===== src/rtl/iotdf_byte_feeder_if.sv =====
// Upstream word handshake plus the IOTDF byte port of the byte feeder.
// The master side is the environment: the word source and IOTDF's busy.
interface iotdf_byte_feeder_if #(
  parameter int WORD_W = 128,
  parameter int BYTE_W = 8
);
  logic              word_valid;
  logic [WORD_W-1:0] word_data;
  logic              word_ready;
  logic              busy;
  logic              in_en;
  logic [BYTE_W-1:0] iot_in;

  modport master (
    output word_valid, word_data, busy,
    input  word_ready, in_en, iot_in
  );

  modport slave (
    input  word_valid, word_data, busy,
    output word_ready, in_en, iot_in
  );
endinterface


===== src/rtl/iotdf_byte_feeder.sv =====
// Serialises 128-bit sensor words into IOTDF bytes, MSB first, with one pending
// word buffered behind the active shift register so that words stream gap-free.
module iotdf_byte_feeder #(
  parameter int WORD_W          = 128,
  parameter int BYTE_W          = 8,
  parameter int WORDS_PER_ROUND = 8
) (
  input  logic                clk,
  input  logic                rst,
  input  logic                abort,
  iotdf_byte_feeder_if.slave  bus,
  output logic [2:0]          word_cnt,
  output logic                round_done
);
  localparam int                BYTES_PER_WORD = WORD_W / BYTE_W;
  localparam int                IDX_W          = $clog2(BYTES_PER_WORD);
  localparam logic [IDX_W-1:0]  LAST_IDX       = IDX_W'(BYTES_PER_WORD - 1);
  localparam logic [2:0]        LAST_CNT       = 3'(WORDS_PER_ROUND - 1);

  logic [WORD_W-1:0] act_reg;
  logic [WORD_W-1:0] pend_reg;
  logic              act_vld;
  logic              pend_vld;
  logic [IDX_W-1:0]  byte_idx;
  logic              xfer;
  logic              word_done;
  logic              accept;

  assign bus.word_ready = ~pend_vld;
  assign bus.in_en      = act_vld & ~bus.busy & ~abort;
  assign bus.iot_in     = act_reg[WORD_W-1 -: BYTE_W];

  assign xfer      = bus.in_en;
  assign word_done = xfer & (byte_idx == LAST_IDX);
  // Abort is handled by priority in the register block, so it is not gated here.
  assign accept    = bus.word_valid & ~pend_vld;

  always_ff @(posedge clk or posedge rst) begin
    if (rst) begin
      act_reg    <= '0;
      pend_reg   <= '0;
      act_vld    <= 1'b0;
      pend_vld   <= 1'b0;
      byte_idx   <= '0;
      word_cnt   <= '0;
      round_done <= 1'b0;
    end else if (abort) begin
      act_vld    <= 1'b0;
      pend_vld   <= 1'b0;
      byte_idx   <= '0;
      word_cnt   <= '0;
      round_done <= 1'b0;
    end else begin
      round_done <= 1'b0;
      if (xfer) begin
        act_reg  <= act_reg << BYTE_W;
        byte_idx <= byte_idx + IDX_W'(1);
      end
      if (word_done) begin
        byte_idx <= '0;
        if (word_cnt == LAST_CNT) begin
          word_cnt   <= '0;
          round_done <= 1'b1;
        end else begin
          word_cnt <= word_cnt + 3'd1;
        end
        // Refill the shift register on the completing edge so no bubble appears.
        if (pend_vld) begin
          act_reg  <= pend_reg;
          pend_vld <= 1'b0;
        end else if (accept) begin
          act_reg <= bus.word_data;
        end else begin
          act_vld <= 1'b0;
        end
      end else if (accept) begin
        if (!act_vld) begin
          act_reg <= bus.word_data;
          act_vld <= 1'b1;
        end else begin
          pend_reg <= bus.word_data;
          pend_vld <= 1'b1;
        end
      end
    end
  end
endmodule


===== src/flat_wrapper.sv =====
// flat-port wrapper written by rule: the top's interface ports become plain ports
module iotdf_byte_feeder_flat 
#(
  parameter int WORD_W          = 128,
  parameter int BYTE_W          = 8,
  parameter int WORDS_PER_ROUND = 8
)
  (clk, rst, abort, word_cnt, round_done, bus_word_valid, bus_word_data, bus_busy, bus_word_ready, bus_in_en, bus_iot_in);
  iotdf_byte_feeder_if #(.WORD_W(WORD_W), .BYTE_W(BYTE_W)) bus_i ();
  input  logic clk;
  input  logic rst;
  input  logic abort;
  output logic [2:0] word_cnt;
  output logic round_done;
  input wire logic [$bits(bus_i.word_valid)-1:0] bus_word_valid;
  input wire logic [$bits(bus_i.word_data)-1:0] bus_word_data;
  input wire logic [$bits(bus_i.busy)-1:0] bus_busy;
  output wire logic [$bits(bus_i.word_ready)-1:0] bus_word_ready;
  output wire logic [$bits(bus_i.in_en)-1:0] bus_in_en;
  output wire logic [$bits(bus_i.iot_in)-1:0] bus_iot_in;
  assign bus_i.word_valid = bus_word_valid;
  assign bus_i.word_data = bus_word_data;
  assign bus_i.busy = bus_busy;
  assign bus_word_ready = bus_i.word_ready;
  assign bus_in_en = bus_i.in_en;
  assign bus_iot_in = bus_i.iot_in;
  iotdf_byte_feeder #(.WORD_W(WORD_W), .BYTE_W(BYTE_W), .WORDS_PER_ROUND(WORDS_PER_ROUND)) u_core (.clk(clk), .rst(rst), .abort(abort), .bus(bus_i), .word_cnt(word_cnt), .round_done(round_done));
endmodule

===== config.mk =====
export PLATFORM = sky130hd
export DESIGN_NAME = iotdf_byte_feeder_flat
export DESIGN_NICKNAME = d
export VERILOG_FILES = /design/src/rtl/iotdf_byte_feeder_if.sv /design/src/rtl/iotdf_byte_feeder.sv /design/src/flat_wrapper.sv
export SDC_FILE = /design/constraint.sdc
export NUM_CORES = 1
export LEC_CHECK = 0
export ABC_AREA = 1
export CORE_MARGIN = 10
export CORE_UTILIZATION = 53
export DETAILED_ROUTE_END_ITERATION = 8
export PLACE_DENSITY = 0.74
export SKIP_CTS_REPAIR_TIMING = 1
export SLEW_MARGIN = 20
export SYNTH_ARGS = -nofsm -noshare
export SYNTH_HDL_FRONTEND = slang
export SYNTH_SLANG_ARGS = --single-unit

===== constraint.sdc =====
create_clock -name clk -period 17.91 [get_ports clk]
set_input_delay 2.6865 -clock clk [delete_from_list [all_inputs] [get_ports clk]]
set_output_delay 2.6865 -clock clk [all_outputs]
set_load 0.01 [all_outputs]

==> summary.md <==
| Metric | Value |
|---|---|
| Status | completed |
| Pin count of the biggest net entering global routing | ~170 |
| Clk buf depth | 3 |
| Ys async rst share | 1.000 |
| Ys flop type | dfrtp_1 |
| Final Skew | between 0.008 and 0.009 ns |
| Share of layout cells above drive strength 1 | 0.03349 |
| Clk sinks | roughly 270 |
| Syn nets | about 2700 |
| Crit start category | input port |
| Gr usage total | 0.2437 |
| Clock Pin Slew Worst Setup and Hold Paths | 0.06 ns |
| Slew margin rel. | 0.2252 |
| Hold Crit Start | u_core.act_reg[93]$_DFFE_PP0N_ |
| Syn. warnings | 0 |
| Drt pass-1 iters | 5 |
| Setup violators final | 0 |
| Gate count after technology mapping | ~2500 |
| Peak supply drop | 0.08115 mV |
| Final Max Slew Viols | 0 |
| Remaining Overflow, GRT | 0 |
| WHS Endpoint | u_core.act_reg[93]$_DFFE_PP0N_ |
| Slew @ Worst Pin | between 1 and 1.5 ns |
| Via density | about 5.5 |
| Post-Route Utilization | 0.6162 |
| Post-synth EDFFs | 0 |
| Post-route ant nets | 0 |
| I/O Buffers | 146 |
| Mapped cell area | ~0.017 mm² |
| First-pass GRT wire length | around 80000 µm |
| WHS Path Cells | 2 |
| CTS H-tree lvls | 1 |
| ANT cells | 0 |
| Yosys reg bits | ~270 |
| Rows | 64 |
| Reg-to-reg endpoint | u_core.pend_reg[116]$_DFFE_PP0P_ |
| Avg Synthesized Cell Area | approximately 6.5 µm² |
| Max_cap viols | 0 |
| TNS Setup | 0 ns |
| Final Critical Period | 7.465 ns |
| Final Cell Area | 0.01890 mm² |
| Dpl hpwl | between 20000 and 30000 µm |
| Die Ht | 196.6 µm |
| Register area share after synthesis | 0.4025 |
| Root Buffer | clkbuf_16 |
| Initial antenna violation count | 0 |
| Vias in the first global route | between 15000 and 20000 |
| Worst Path Required | approximately 15 ns |
| Critical Path AT | about 4.8 ns |
| GP Congestion | 0.7946 |
| Post-route DRC | 0 |
| Core area | approximately 0.03 mm² |
| Die Area | 0.03867 mm² |
| HP Class | reg2reg |
| CP Class | in2out |
| Fmax | approximately 0.13 GHz |
| Routed vias | approximately 16000 |
| CTS tree | built |
| Worst setup EP type | output pin |
| Leakage Power | roughly 0.0097 µW |
| Routed WL | just under 50000 µm |
| Detailed Route Iter0 Violations | between 1500 and 2000 |
| Total CTS buffers | 30 |
| Worst R2R Start | u_core.act_vld$_DFFE_PP0P_ |
| Area after DPL | roughly 0.018 mm² |
| Count of cell types in the netlist | 26 |
| Boundary Pins | 147 |
| Worst-path fanout max | 34 |
| Synth-to-Final Area Change | 14.28% |
| RSZ-0062 raised after global routing | false |
| Final hold vios | 0 |
| Initial core utilization | 0.5392 |
| Power density cells | 102.7 mW/mm² |
| Nets | 2680 |
| Period utilization | 0.4168 |
| DR WL/cell | between 15 and 20 µm |
| Setup slack, reg-to-reg | approximately 13 ns |
| Die width | just under 200 µm |
| Worst Reg-to-Reg Cells | 9 |
| Clock Latency Late Sink | 0.56 ns |
-- final cells by class --
type,count,area (µm²)
Timing Repair Buffer,164,1607
Tap cell,396,495.5
Clock inverter,9,98.84
Fill cell,2827,11770
Clock buffer,47,935.9
Multi-Input combinational cell,1804,8048
Sequential cell,266,6660
Inverter,278,1054
-- critical path, cell delays in order --
cell	delay, ns
clkdlybuf4s50_1	0.47
inv_1	0.14
nand2_1	0.15
nor2_4	0.61
clkdlybuf4s50_1	0.73
-- placed cells by master (no fill, tap or decap), types with 6 or more instances in the layout --
| cell type | instances |
|---|---|
| nand3_1 | 235 |
| clkbuf_16 | 31 |
| nand2_1 | 1028 |
| o21ai_1 | 119 |
| o22ai_1 | 13 |
| dfrtp_1 | 265 |
| clkbuf_8 | 10 |
| clkinv_2 | 6 |
| o21bai_1 | 75 |
| clkbuf_1 | 6 |
| o211ai_1 | 10 |
| nor2_1 | 22 |
| buf_4 | 18 |
| a21oi_1 | 50 |
| inv_1 | 273 |
| clkdlybuf4s50_1 | 145 |
| o21ai_0 | 233 |
-- synthesized netlist by cell type (10+ instances only) --
| cell type | n | share of area |
|---|---|---|
| nand2_1 | 1029 | 0.23 |
| o21ai_1 | 119 | 0.036 |
| dfrtp_1 | 266 | 0.40 |
| clkbuf_1 | 76 | 0.017 |
| o21bai_1 | 75 | 0.034 |
| o22ai_1 | 13 | 0.0049 |
| o211ai_1 | 10 | 0.0045 |
| inv_1 | 275 | 0.062 |
| nand3_1 | 236 | 0.071 |
| a21oi_1 | 50 | 0.015 |
| nor2_1 | 26 | 0.0059 |
| buf_4 | 18 | 0.0082 |
| buf_2 | 80 | 0.024 |
| o21ai_0 | 233 | 0.071 |
-- routing by layer --
metal  wire length [µm]  vias up  global-route usage
li1                   -     8001                   -
met1              21350     7706              0.3275
met2              22930      567              0.4012
met3               3170       80             0.03242
met4               1160        0             0.07494
met5                  0        -                   0
-- per-stage QoR --
stage          power [µW]  std cells  hold WS (ns)  setup slack [ns]
6_report             1941       2964        0.4805             10.45
5_1_grt              2062       2964        0.4903             10.36
4_1_cts              1948       2964        0.4819             10.46
3_5_place_dp         1299       2908        0.4655             10.37
3_3_place_gp         1274       2908        0.4620             10.47
2_1_floorplan        1162       2529        0.4488             7.898
-- power by group --
part	internal, µW	switching (µW)	leakage (µW)	total (µW)
clock	385	260	0.000517	646
combinational	187	279	0.00586	466
sequential	736	93.1	0.00330	829
-- worst max path at each step --
stage	startpoint	end	slack, ns
after floorplan	rst	u_core.act_reg[0]$_DFFE_PP0N_	7.90
after global placement	bus_busy	bus_in_en	10.47
after detailed placement	abort	u_core.pend_reg[116]$_DFFE_PP0P_	10.37
after CTS	bus_busy	bus_in_en	10.46
after global routing	bus_busy	bus_in_en	10.36
final	bus_busy	bus_in_en	10.45
-- kinds of logic (layout without fill, tap and decap cells) --
logic type / after synthesis / after routing / synth area share
adders and majority gates: 3 / 3 / 0.002270
and+or+nand+nor: 1297 / 1297 / 0.3137
xor gates and xnor gates: 2 / 2 / 0.001059
AOI/OAI and AO/OA: 502 / 502 / 0.1661
DFF: 266 / 266 / 0.4025
buffers and inverters: 459 / 498 / 0.1143
(Power assumes the default switching activity.)
